## config.mk

```make
export PLATFORM = sky130hd
export DESIGN_NAME = resp_packer
export DESIGN_NICKNAME = d
export VERILOG_FILES = /design/src/rtl/chiplet_types_pkg.sv /design/src/rtl/crc32_word.sv /design/src/rtl/resp_packer.sv
export SDC_FILE = /design/constraint.sdc
export NUM_CORES = 1
export LEC_CHECK = 0
export ABC_AREA = 1
export CORE_ASPECT_RATIO = 0.5
export CORE_MARGIN = 2
export CORE_UTILIZATION = 42
export CTS_BUF_LIST = sky130_fd_sc_hd__clkbuf_16
export CTS_CLUSTER_DIAMETER = 200
export DETAILED_ROUTE_END_ITERATION = 8
export MAX_ROUTING_LAYER = met4
export PLACE_DENSITY = 0.71
export SYNTH_ARGS = -nofsm -noshare
export SYNTH_HDL_FRONTEND = slang
export SYNTH_SLANG_ARGS = --single-unit
```

## constraint.sdc

```tcl
create_clock -name clk -period 9.3 [get_ports clk]
set_clock_uncertainty 0.05 [all_clocks]
set_input_delay 2.79 -clock clk [delete_from_list [all_inputs] [get_ports clk]]
set_output_delay 2.79 -clock clk [all_outputs]
set_load 0.05 [all_outputs]
```

## src/rtl/chiplet_types_pkg.sv

```systemverilog
// rtl/chiplet_types_pkg.sv - shared chiplet link types, header layout and CRC-32 constants
package chiplet_types_pkg;

  typedef logic [4:0] node_id_t;

  localparam logic [3:0]  FMT_RESP   = 4'h2;
  localparam logic [31:0] CRC32_POLY = 32'h04C1_1DB7;
  localparam logic [31:0] CRC32_INIT = 32'hFFFF_FFFF;

  typedef struct packed {
    logic [3:0] fmt;
    node_id_t   dest;
    node_id_t   src;
    logic       err;
    logic [6:0] len;
    logic [9:0] rsvd;
  } resp_hdr_t;

endpackage

```

## src/rtl/crc32_word.sv

```systemverilog
// rtl/crc32_word.sv - combinational CRC-32 update over one 32-bit word, MSB first
module crc32_word
  import chiplet_types_pkg::*;
(
  input  logic [31:0] crc_in,
  input  logic [31:0] word,
  output logic [31:0] next_crc
);

  always_comb begin
    next_crc = crc_in;
    for (int i = 31; i >= 0; i--) begin
      if (next_crc[31] ^ word[i])
        next_crc = {next_crc[30:0], 1'b0} ^ CRC32_POLY;
      else
        next_crc = {next_crc[30:0], 1'b0};
    end
  end

endmodule

```

## src/rtl/resp_packer.sv

```systemverilog
// rtl/resp_packer.sv - response packetizer: header, pass-through data words, CRC trailer
module resp_packer
  import chiplet_types_pkg::*;
#(
  parameter node_id_t NODE_ID   = 5'd0,
  parameter int       MAX_WORDS = 64,
  localparam int      LEN_W     = $clog2(MAX_WORDS + 1)
) (
  input  logic             clk,
  input  logic             n_rst,
  input  logic             fifo_empty,
  input  logic [4:0]       fifo_rdata,
  output logic             fifo_ren,
  input  logic             rsp_valid,
  output logic             rsp_ready,
  input  logic [31:0]      rsp_data,
  input  logic [LEN_W-1:0] rsp_len,
  input  logic             rsp_err,
  input  logic             rsp_last,
  output logic             flit_valid,
  input  logic             flit_ready,
  output logic [31:0]      flit_data,
  output logic             flit_last,
  output logic             len_err
);

  localparam logic [1:0] ST_IDLE = 2'd0;
  localparam logic [1:0] ST_HDR  = 2'd1;
  localparam logic [1:0] ST_DATA = 2'd2;
  localparam logic [1:0] ST_CRC  = 2'd3;

  logic [1:0]       state;
  node_id_t         dest_q;
  logic [LEN_W-1:0] len_q;
  logic             err_q;
  logic [LEN_W-1:0] count;
  logic [31:0]      crc_q;
  logic [31:0]      crc_next;
  logic [31:0]      crc_word;
  resp_hdr_t        hdr;
  logic             final_beat;

  always_comb begin
    hdr.fmt  = FMT_RESP;
    hdr.dest = dest_q;
    hdr.src  = NODE_ID;
    hdr.err  = err_q;
    hdr.len  = 7'(len_q);
    hdr.rsvd = 10'b0;
  end

  assign final_beat = (count == len_q - LEN_W'(1));
  assign crc_word   = (state == ST_HDR) ? hdr : rsp_data;

  crc32_word u_crc (
    .crc_in   (crc_q),
    .word     (crc_word),
    .next_crc (crc_next)
  );

  // Data beats are a straight wire from the response side to the flit side.
  always_comb begin
    fifo_ren   = 1'b0;
    rsp_ready  = 1'b0;
    flit_valid = 1'b0;
    flit_last  = 1'b0;
    flit_data  = 32'h0;
    case (state)
      ST_IDLE: fifo_ren = !fifo_empty && rsp_valid;
      ST_HDR: begin
        flit_valid = 1'b1;
        flit_data  = hdr;
      end
      ST_DATA: begin
        flit_valid = rsp_valid;
        rsp_ready  = flit_ready;
        flit_data  = rsp_data;
      end
      default: begin
        flit_valid = 1'b1;
        flit_last  = 1'b1;
        flit_data  = ~crc_q;
      end
    endcase
  end

  always_ff @(posedge clk or negedge n_rst) begin
    if (!n_rst) begin
      state   <= ST_IDLE;
      dest_q  <= '0;
      len_q   <= '0;
      err_q   <= 1'b0;
      count   <= '0;
      crc_q   <= CRC32_INIT;
      len_err <= 1'b0;
    end else begin
      case (state)
        ST_IDLE: begin
          if (fifo_ren) begin
            dest_q <= fifo_rdata;
            err_q  <= rsp_err;
            // A zero-length response is still framed as one word so the requestor gets an answer.
            if (rsp_len == '0) begin
              len_q   <= LEN_W'(1);
              len_err <= 1'b1;
            end else begin
              len_q <= rsp_len;
            end
            state <= ST_HDR;
          end
        end
        ST_HDR: begin
          if (flit_ready) begin
            crc_q <= crc_next;
            state <= ST_DATA;
          end
        end
        ST_DATA: begin
          if (rsp_valid && flit_ready) begin
            crc_q <= crc_next;
            if (rsp_last != final_beat)
              len_err <= 1'b1;
            if (final_beat) begin
              count <= '0;
              state <= ST_CRC;
            end else begin
              count <= count + LEN_W'(1);
            end
          end
        end
        default: begin
          if (flit_ready) begin
            crc_q <= CRC32_INIT;
            state <= ST_IDLE;
          end
        end
      endcase
    end
  end

endmodule

```

## Yosys cells after proc, flatten, opt, wreduce, memory -nomap -nowiden

Index checks and enable logic that the tools add are counted.

| operators by class | value |
|---|---|
| $add $sub $neg | 2 |
| eq/ne operators | 10 |
| mux-type cells | 55 |
| bitwise operators | 66 |
| reduce and logical (&&, ||, !) cells | 14 |

Operators by type and width:

| cell | count |
|---|---|
| $mux 27 | 32 |
| $not 14->14 | 32 |
| $pmux 32 s3 | 2 |
| $mux 32 | 4 |
| $not 32->32 | 1 |
| $xor 1x1->1 | 32 |
| $mux 7 | 2 |
| $ne 2x2->1 const B | 6 |
| $mux 2 | 5 |
| $reduce_and 5->1 | 2 |
| $add 7x1->7 const B | 1 |
| $eq 7x7->1 | 1 |
| $logic_not 7->1 | 1 |
| $mux 1 | 7 |
| $sub 7x1->7 const B | 1 |
| $pmux 2 s3 | 1 |
| $pmux 1 s2 | 2 |
| $reduce_and 2->1 | 2 |
| $reduce_and 4->1 | 1 |
| $reduce_bool 2->1 | 2 |
| $reduce_bool 3->1 | 1 |
| $reduce_or 3->1 | 1 |
| $eq 2x1->1 const B | 1 |
| $eq 2x2->1 const B | 1 |
| other kinds (5) | 6 |

| word-level totals | value |
|---|---|
| register bits | 55 |
| output and inout bits | 37 |
| word-level logic and storage cells | 154 |

## Logic depth before layout (Yosys ltp)

Gate-level depths: netlist of the first run.

| depth | value |
|---|---|
| depth in word-level cells | 68 |
| gate-level depth with buffers | 36 |
| gate-level depth less buffers | 34 |

## Hierarchy

From an unflattened synthesis of the first run, not the netlist that was laid out.

| unflattened totals | value |
|---|---|
| cell total of the unflattened synthesis | 1405 |
| area total of the unflattened synthesis | 8434.3 µm² |

Modules (own cells, without submodules):

| module | instances | cells each | area each (µm²) | seq. area each (µm²) |
|---|---|---|---|---|
| crc32_word | 1 | 921 | 5029.8 | 0.0 |
| resp_packer | 1 | 484 | 3404.5 | 1416.4 |

## Worst setup path after synthesis of the first run

Ideal clock, no wire load.

| timing path | value |
|---|---|
| path type | input to output |
| from | input rsp_data[29] |
| to | output flit_data[29] |
| data arrival time | 3.940 ns |
| data required time | 6.460 ns |
| slack | 2.520 ns |
| stages | 2 |
| path buffers | 0 |
| cells stage by stage | a21oi_1 o21ai_0 |

| between the ends | value |
|---|---|
| longest elaborated chain between the ends | 1 |

Ends and longest elaborated chain:

| what | line | text |
|---|---|---|
| start: declaration | resp_packer.sv:16 | `input logic [31:0] rsp_data,` |
| $pmux 32 s3 | resp_packer.sv:68 | `case (state)` |
| end: declaration | resp_packer.sv:22 | `output logic [31:0] flit_data,` |

Every way passes these cells.

## Worst setup path in the final report of the first run

| timing path | value |
|---|---|
| from | input rsp_valid |
| to | output fifo_ren |

| between the ends | value |
|---|---|
| longest elaborated chain between the ends | 2 |

Ends and longest elaborated chain:

| what | line | text |
|---|---|---|
| start: declaration | resp_packer.sv:14 | `input logic rsp_valid,` |
| $logic_and 1x1->1 | resp_packer.sv:69 | `ST_IDLE: fifo_ren = !fifo_empty && rsp_valid;` |
| $mux 1 | resp_packer.sv:68 |  |
| end: declaration | resp_packer.sv:13 | `output logic fifo_ren,` |

Every way passes these cells.

==> results.txt, run 1 <==
row count: 36
global-route track usage on met2: 44.30%
multiplexer share of the synthesized area: 0%
clock tree from TritonCTS: yes
most common cell in the synthesized netlist: nand2_1
Final Slew Violations: 0
total congestion overflow after global routing: 0
source-to-sink clock delay at the later pin of the worst-skew pair: 300 ps
setup-violating endpoint count in the final report: 0
area of the die: 21670 um2
Top-Level Pins: 88
fraction of the mapped netlist area in adder cells: 0.8746%
share of Yosys cell area claimed by the top area cell type: 25.06%
Synth async-reset ratio: 100.0%
time the worst path needs with I/O delays and setup: 7373 ps
combinational family with the most area after synthesis: simple AND/OR/NAND/NOR gates
average wire per cell in the routed design: 17.85 um
initial core utilization: 43.51%
prevailing post-synth register cell: dfstp_2
actual transition at the worst max-transition pin: 918.5 ps
category of the worst setup path capture point: primary output
WP data required: 6460 ps
CP max FO: 22
f_max: 0.1356 GHz
number of CTS-inserted buffers: 5
pre-CTS setup slack: 1930 ps
IO buf count: 87
Final Routed Wirelength: 32.48 mm
final critical-path setup slack: 1927 ps
worst hold path stage count: 2
count of fill cells added during filler insertion: 2070
part of the Yosys area used for sequential elements: 16.50%
cell depth of the worst flop-to-flop path: 24
setup repair after global routing missed its margin: no
Most Crowded Layer GR: met1
cell type contributing the most total cell area after synthesis: nand2_1
result of the run: completed
yosys synthesis warning count: 0
HPWL Detailed: 26.77 mm
Sum Neg Setup Slack: 0 ps
netlist area before placement: 8583 um2
layout overhead on the synthesized area: 14.83%
hold wc startpoint: dest_q[1]
antenna violation net count after detailed routing: 0
destination of the worst register-to-register timing path: crc_q[27]
beginning of the worst register-to-register path: state[1]
final number of hold-violating endpoints: 0
final critical-path share of the clock period: 79.28%
worst min-delay path category: reg2reg
largest net degree at the start of global routing: 56
total routing resource utilization after global routing: 31.20%
Num Clock Sinks: 55
total of hold buffers inserted after clock tree synthesis: 0
simple-gate share of the synthesized area: 54.58%
Arrival @ worst endpoint: 4530 ps
Max Cap Viol: 0
post-synth cell types: 44
dominant cells by area after synthesis: nand2_1, nand3_1, dfstp_2
CTS max path bufs: 2
R2R setup slack: 4560 ps
Max-Slew Margin vs Limit: 38.70%
clock tree root buffer cell: clkbuf_16
via density per instance: 5.329
via count of the first global-routing pass: 8645
Synth Net Count: 1530
net count of the finished layout: 1608
clock-pin transition on the worst setup and hold timing paths: 70 ps
DRT iter0 DRCs: 783
CTS H-tree depth: 2
GR met3 Demand/Resource: 3.462%
gate count of the mapped netlist: 1473
post-CTS setup buffers: 0
DRC violations left: 0
share of the synthesized area in compound gates (AO/OA/AOI/OAI): 6.035%
post-cts repair resize count: 0
share of layout cells above drive strength 1: 15.34%
Die Span Y: 105.1 um
global-route wire length before repair: 49.64 mm
initial antenna violation count: 2
number of optimization iterations in the first detailed-route pass: 9
met1 global-route usage: 46.98%
register bit count reported by yosys: 55
core area: 19730 um2
XOR/XNOR share of the synthesized area: 11.08%
class of the most critical setup path: in2out
Hold EP: dest_q[1]
final weighted congestion in routability-driven placement: 0.9957
kind of launch point of the worst setup path: input pin
count of flip-flops with a built-in enable after synthesis: 0
minimum hold slack: 434.6 ps
DIE WIDTH: 206.2 um
synthesized area per cell: 5.827 um2
detailed-route via count: 9699
most numerous cell types in the synthesized netlist: nand2_1, nand3_1, inv_1
==> layout by cell type (no fill, tap or decap), types with 3 or more instances in the layout <==
master / netlist / routed
buf_4: 0 / 7
nand2_1: 573 / 573
inv_4: 3 / 3
o221ai_1: 4 / 4
or2_2: 4 / 4
nor2_4: 5 / 5
clkdlybuf4s50_1: 0 / 86
clkbuf_16: 0 / 5
nand3_1: 187 / 187
a21oi_1: 11 / 11
dfstp_2: 32 / 32
nor3_1: 4 / 3
nor2_1: 48 / 46
nand3_2: 16 / 16
xnor2_1: 17 / 17
inv_1: 183 / 184
inv_2: 23 / 23
dfrtp_1: 23 / 23
nand2_8: 3 / 3
ha_1: 6 / 6
o21ai_0: 33 / 33
o22ai_1: 20 / 20
nand2_2: 98 / 98
xor2_2: 3 / 3
xor2_1: 86 / 86
nand2_4: 30 / 30
nand3b_1: 6 / 6
o21ai_1: 9 / 9
or2_1: 3 / 3
o211ai_1: 6 / 6
==> kinds of logic after synthesis <==
family          count (synthesis)
simple gates                  984
buf+inv                       233
compound gates                 89
fa+ha+maj                       6
flops                          55
xor+xnor                      106
==> how the worst max path moves through the flow <==
stage,from,end,slack [ps],depth (start not counted)
2_1_floorplan,rsp_data[29],flit_data[29],2520,2
3_3_place_gp,rsp_valid,fifo_ren,1940,5
3_5_place_dp,rsp_valid,fifo_ren,1930,5
4_1_cts,rsp_valid,fifo_ren,1930,5
5_1_grt,rsp_valid,fifo_ren,1880,5
6_report,rsp_valid,fifo_ren,1930,5
==> critical path: stages <==
cell,delay (ps)
clkdlybuf4s50_1,480
inv_1,60
nor3_2,100
buf_4,250
clkdlybuf4s50_1,850
==> cell type report <==
type	instances	area, um2	share of cell area (%)
multi-input combinational	1185	6238	63.30
sequential	55	1416	14.37
timing repair buffer	94	918.4	9.318
inverter	210	803.3	8.150
tap	266	332.8	3.377
clock buffer	5	125.1	1.270
clock inverter	3	16.27	0.1650
antenna	2	5.005	0.05078
==> through the flow <==
stage	std cells	utilization, %	area, um2
after floorplan	1473	-	8583
after global routing	1820	49.96	9856
final	1820	49.96	9856
after global placement	1810	49.21	9709
after CTS	1818	49.93	9851
after detailed placement	1810	49.21	9709
==> sequential cells by signal, summed over array words and instances (netlist names) <==
register,cells
crc_q,32
err_q,1
dest_q,5
count,7
len_err,1
state,2
len_q,7
==> layer usage <==
metal	up-vias	routed length, um
met5	-	0
met4	0	549
met3	28	2788
met2	388	13250
met1	4538	15890
li1	4745	-
Power of run 1 is not shown: default switching activity piles up to over one toggle a cycle in this logic, so the estimate is an artifact.
==> inputs of run 2 (changes only) <==
- clock period: 9.3 -> 7.2 ns (I/O delays scaled with it)
==> results.txt, run 2 (synthesis results as in run 1) <==
result of the run: completed
maximum cell stage delay along the critical path: 830 ps
via density per instance: 5.288
registers with the highest flip-flop counts: crc_q (32), count (7), len_q (7)
initial antenna violation count: 1
row count: 36
Final Routed Wirelength: 31.78 mm
R2R setup slack: 1920 ps
number of CTS-inserted buffers: 5
actual transition at the worst max-transition pin: 1076 ps
most flop-heavy register: crc_q
DRT iter0 DRCs: 873
final critical-path share of the clock period: 83.86%
Die Span Y: 105.1 um
source-to-sink clock delay at the later pin of the worst-skew pair: 310 ps
Top-Level Pins: 88
setup repair after global routing missed its margin: no
cell-by-cell listing of the critical path: clkdlybuf4s50_1 -> inv_1 -> o21ai_0 -> nand2_1 -> o21ai_0 -> clkdlybuf4s50_1
DRC violations left: 0
total routing resource utilization after global routing: 30.52%
total congestion overflow after global routing: 0
Arrival @ worst endpoint: 3830 ps
share of layout cells above drive strength 1: 15.33%
largest net degree at the start of global routing: 56
class of the most critical setup path: in2out
total of hold buffers inserted after clock tree synthesis: 0
clock-pin transition on the worst setup and hold timing paths: 80 ps
detailed-route via count: 9624
global-route wire length before repair: 48.71 mm
number of optimization iterations in the first detailed-route pass: 5
CTS H-tree depth: 2
WP data required: 4990 ps
f_max: 0.1656 GHz
worst min-delay path category: reg2reg
final weighted congestion in routability-driven placement: 1.033
Max-Slew Margin vs Limit: 28.23%
initial core utilization: 43.51%
CP max FO: 2
layout overhead on the synthesized area: 14.85%
Sum Neg Setup Slack: 0 ps
via count of the first global-routing pass: 8714
leading cell types in the layout, fill and taps excluded: nand2_1, nand3_1, inv_1, nand2_2
clock tree root buffer cell: clkbuf_16
Num Clock Sinks: 55
core area: 19730 um2
kind of launch point of the worst setup path: input pin
Final Slew Violations: 0
clock tree from TritonCTS: yes
category of the worst setup path capture point: primary output
most common cell after layout, fill and taps aside: nand2_1
final number of hold-violating endpoints: 0
Max Cap Viol: 0
CTS max path bufs: 2
area of the die: 21670 um2
average wire per cell in the routed design: 17.46 um
post-CTS setup buffers: 0
Critical-path top delay cell: clkdlybuf4s50_1
max reg flops: 32
time the worst path needs with I/O delays and setup: 6038 ps
IO buf count: 87
net count of the finished layout: 1609
post-cts repair resize count: 0
minimum hold slack: 427.5 ps
setup-violating endpoint count in the final report: 0
HPWL Detailed: 26.25 mm
DIE WIDTH: 206.2 um
antenna violation net count after detailed routing: 0
[run 2: cell count changes in the layout (fill, tap and decap cells not counted), sizes merged]
cell	delta
diode	-1
buf	+1
[run 2: final timing paths]
kind | depth (start not counted) | startpoint | end
max | 6 | rsp_data[10] | flit_data[10]
min | 2 | dest_q[3] | dest_q[3]
max reg2reg | 23 | state[1] | crc_q[27]
min reg2reg | 2 | dest_q[3] | dest_q[3]
max in group asynchronous | 2 | n_rst | state[1]
min in group asynchronous | 2 | n_rst | len_q[3]
[run 2: stage by stage]
step | setup WS [ps] | cells | instance area [um2] | util [%]
2_1_floorplan | 1680 | 1473 | 8583 | -
3_3_place_gp | 1194 | 1811 | 9714 | 49.24
3_5_place_dp | 1167 | 1811 | 9714 | 49.24
4_1_cts | 1148 | 1819 | 9856 | 49.96
5_1_grt | 1049 | 1820 | 9858 | 49.97
6_report | 1162 | 1820 | 9858 | 49.97
[run 2: routing by layer]
| layer | vias to the layer above | track usage [%] | wire length, um |
|---|---|---|---|
| li1 | 4743 | - | - |
| met1 | 4443 | 43.64 | 14830 |
| met2 | 401 | 42.62 | 12810 |
| met3 | 37 | 7.392 | 3492 |
| met4 | 0 | 7.449 | 644 |
| met5 | - | - | 0 |
[run 2: layout make-up]
type | instances | area, um2
fill | 2060 | 9871
multi-input combinational | 1185 | 6236
sequential | 55 | 1416
timing repair buffer | 95 | 925.9
inverter | 210 | 803.3
tap | 266 | 332.8
clock buffer | 5 | 125.1
clock inverter | 3 | 16.27
antenna | 1 | 2.502
[run 2: worst max-delay path: cells and delay by family]
kind | cells | cell delay [ps]
and+or+nand+nor | 1 | 70
AOI/OAI and AO/OA | 2 | 270
buffers and inverters | 3 | 1330
Power of run 2 is left out for the same reason.
==> inputs of run 3 (changes only) <==
- clock period: 7.2 -> 5.85 ns (I/O delays scaled with it)
==> results.txt, run 3 (synthesis results as in run 1) <==
result of the run: completed
registers with the highest flip-flop counts: crc_q (32), count (7), len_q (7)
count of fill cells added during filler insertion: 2042
worst min-delay path category: reg2reg
logic depth of the worst path, buffers included: 23
kind of launch point of the worst setup path: input pin
most flop-heavy register: crc_q
detailed-route via count: 9736
DIE WIDTH: 206.2 um
post-cts repair resize count: 0
initial core utilization: 43.51%
time the worst path needs with I/O delays and setup: 5276 ps
clock-pin transition on the worst setup and hold timing paths: 80 ps
maximum cell stage delay along the critical path: 510 ps
DRT iter0 DRCs: 902
CTS H-tree depth: 2
CTS max path bufs: 2
category of the worst setup path capture point: flop
source-to-sink clock delay at the later pin of the worst-skew pair: 310 ps
Arrival @ worst endpoint: 5480 ps
IO buf count: 87
via density per instance: 5.344
clock tree from TritonCTS: yes
number of optimization iterations in the first detailed-route pass: 6
share of layout cells above drive strength 1: 16.26%
layout overhead on the synthesized area: 15.07%
share of the core filled with cells: 50.06%
largest net degree at the start of global routing: 56
most frequent cell on the critical path: nand2_1
Final Routed Wirelength: 32.88 mm
setup repair after global routing missed its margin: no
clock tree root buffer cell: clkbuf_16
Max-Slew Margin vs Limit: 49.14%
f_max: 0.1895 GHz
cell depth of the worst flop-to-flop path: 25
global-route wire length before repair: 50.03 mm
minimum hold slack: 433.6 ps
Num Clock Sinks: 55
row count: 36
most common cell after layout, fill and taps aside: nand2_1
net count of the finished layout: 1612
final number of hold-violating endpoints: 0
total congestion overflow after global routing: 0
Critical-path top delay cell: clkdlybuf4s50_1
Final Slew Violations: 0
area taken by flip-flops and latches: 1416 um2
via count of the first global-routing pass: 8535
WP data required: 6060 ps
final critical-path share of the clock period: 90.19%
setup-violating endpoint count in the final report: 0
post-CTS setup buffers: 0
Die Span Y: 105.1 um
DRC violations left: 0
area of the die: 21670 um2
Top-Level Pins: 88
total of hold buffers inserted after clock tree synthesis: 0
final critical-path setup slack: 573.7 ps
CP max FO: 10
Crit path max-delay family: simple AND/OR/NAND/NOR gates
number of antenna diodes: 0
average wire per cell in the routed design: 18.05 um
actual transition at the worst max-transition pin: 762.9 ps
pre-CTS setup slack: 424.6 ps
multi-input logic area: 6236 um2
Max Cap Viol: 0
antenna violation net count after detailed routing: 0
final weighted congestion in routability-driven placement: 1.093
leading cell types in the layout, fill and taps excluded: nand2_1, nand3_1, inv_1, nand2_2, xor2_1
worst hold path stage count: 2
class of the most critical setup path: in2reg
max reg flops: 32
number of CTS-inserted buffers: 5
Sum Neg Setup Slack: 0 ps
cell-by-cell listing of the critical path: clkdlybuf4s50_1 -> nand2_1 -> nand2_1 -> nand2_1 -> nand2_2 -> nand2_1 -> nand2_1 -> nand2_2 -> nand2_4 -> nand3_1 -> nand2_2 -> nand2_1 -> nand2_1 -> inv_1 -> nand2_2 -> nand2_4 -> nand2_1 -> nand2_1 -> xor2_1 -> or2_1 -> a21oi_1 -> o21ai_1 -> inv_1
total routing resource utilization after global routing: 31.55%
initial antenna violation count: 0
core area: 19730 um2
HPWL Detailed: 27.54 mm
number of buffers and inverters on the critical path: 3
-- run 3: changes by cell type in the layout (fill, tap and decap cells not counted) --
cell / change
clkinvlp_4: +1
buf_12: +1
diode_2: -1
inv_1: -1
clkdlybuf4s50_1: -10
inv_8: +1
buf_4: +12
clkinv_1: -1
-- run 3: layout make-up --
type,count,share of cell area [%]
well taps,266,3.370
flip-flops and latches,55,14.34
multi-input cells,1185,63.14
inverters,210,8.133
clock buffers,5,1.267
repair buffers,98,9.476
clock inverters,3,0.2787
-- run 3: worst reg2reg max path, stage by stage, from the launching register on --
cell and delay [ps]:
dfrtp_1 420, inv_1 100, ha_1 410, buf_12 250, inv_8 140, nand2_1 110
nand3_1 100, nand2_2 270, nand2_1 130, nand2_1 100, nand2_2 60, nand2_4 150
nand3_1 210, nand2_2 220, nand2_1 70, nand2_1 180, inv_1 80, nand2_2 110
nand2_4 80, nand2_1 100, nand2_1 150, xor2_1 230, or2_1 240, a21oi_1 390
o21ai_1 150, inv_1 80
-- run 3: worst paths after layout --
path,startpoint,end,slack [ps]
worst max-delay path,rsp_data[26],crc_q[18],570
worst min-delay path,dest_q[0],dest_q[0],430
worst max register to register,state[1],crc_q[18],1210
worst min register to register,dest_q[0],dest_q[0],430
max in group asynchronous,n_rst,len_err,3700
min in group asynchronous,n_rst,dest_q[2],1580
-- run 3: routing by layer --
| metal | track usage (%) | part of all wire (%) | routed length (um) |
|---|---|---|---|
| met1 | 46.81 | 48 | 15640 |
| met4 | 4.847 | 1.2 | 403 |
| met3 | 6.332 | 10 | 3360 |
| met5 | - | 0 | 0 |
| met2 | 44.22 | 41 | 13480 |
-- run 3: per-stage QoR --
stage	instances	cell area [um2]
detailed placement	1814	9724
global route	1822	9877
CTS	1822	9877
floorplan	1473	8583
global placement	1814	9724
finish	1822	9877
Power of run 3 is left out for the same reason.
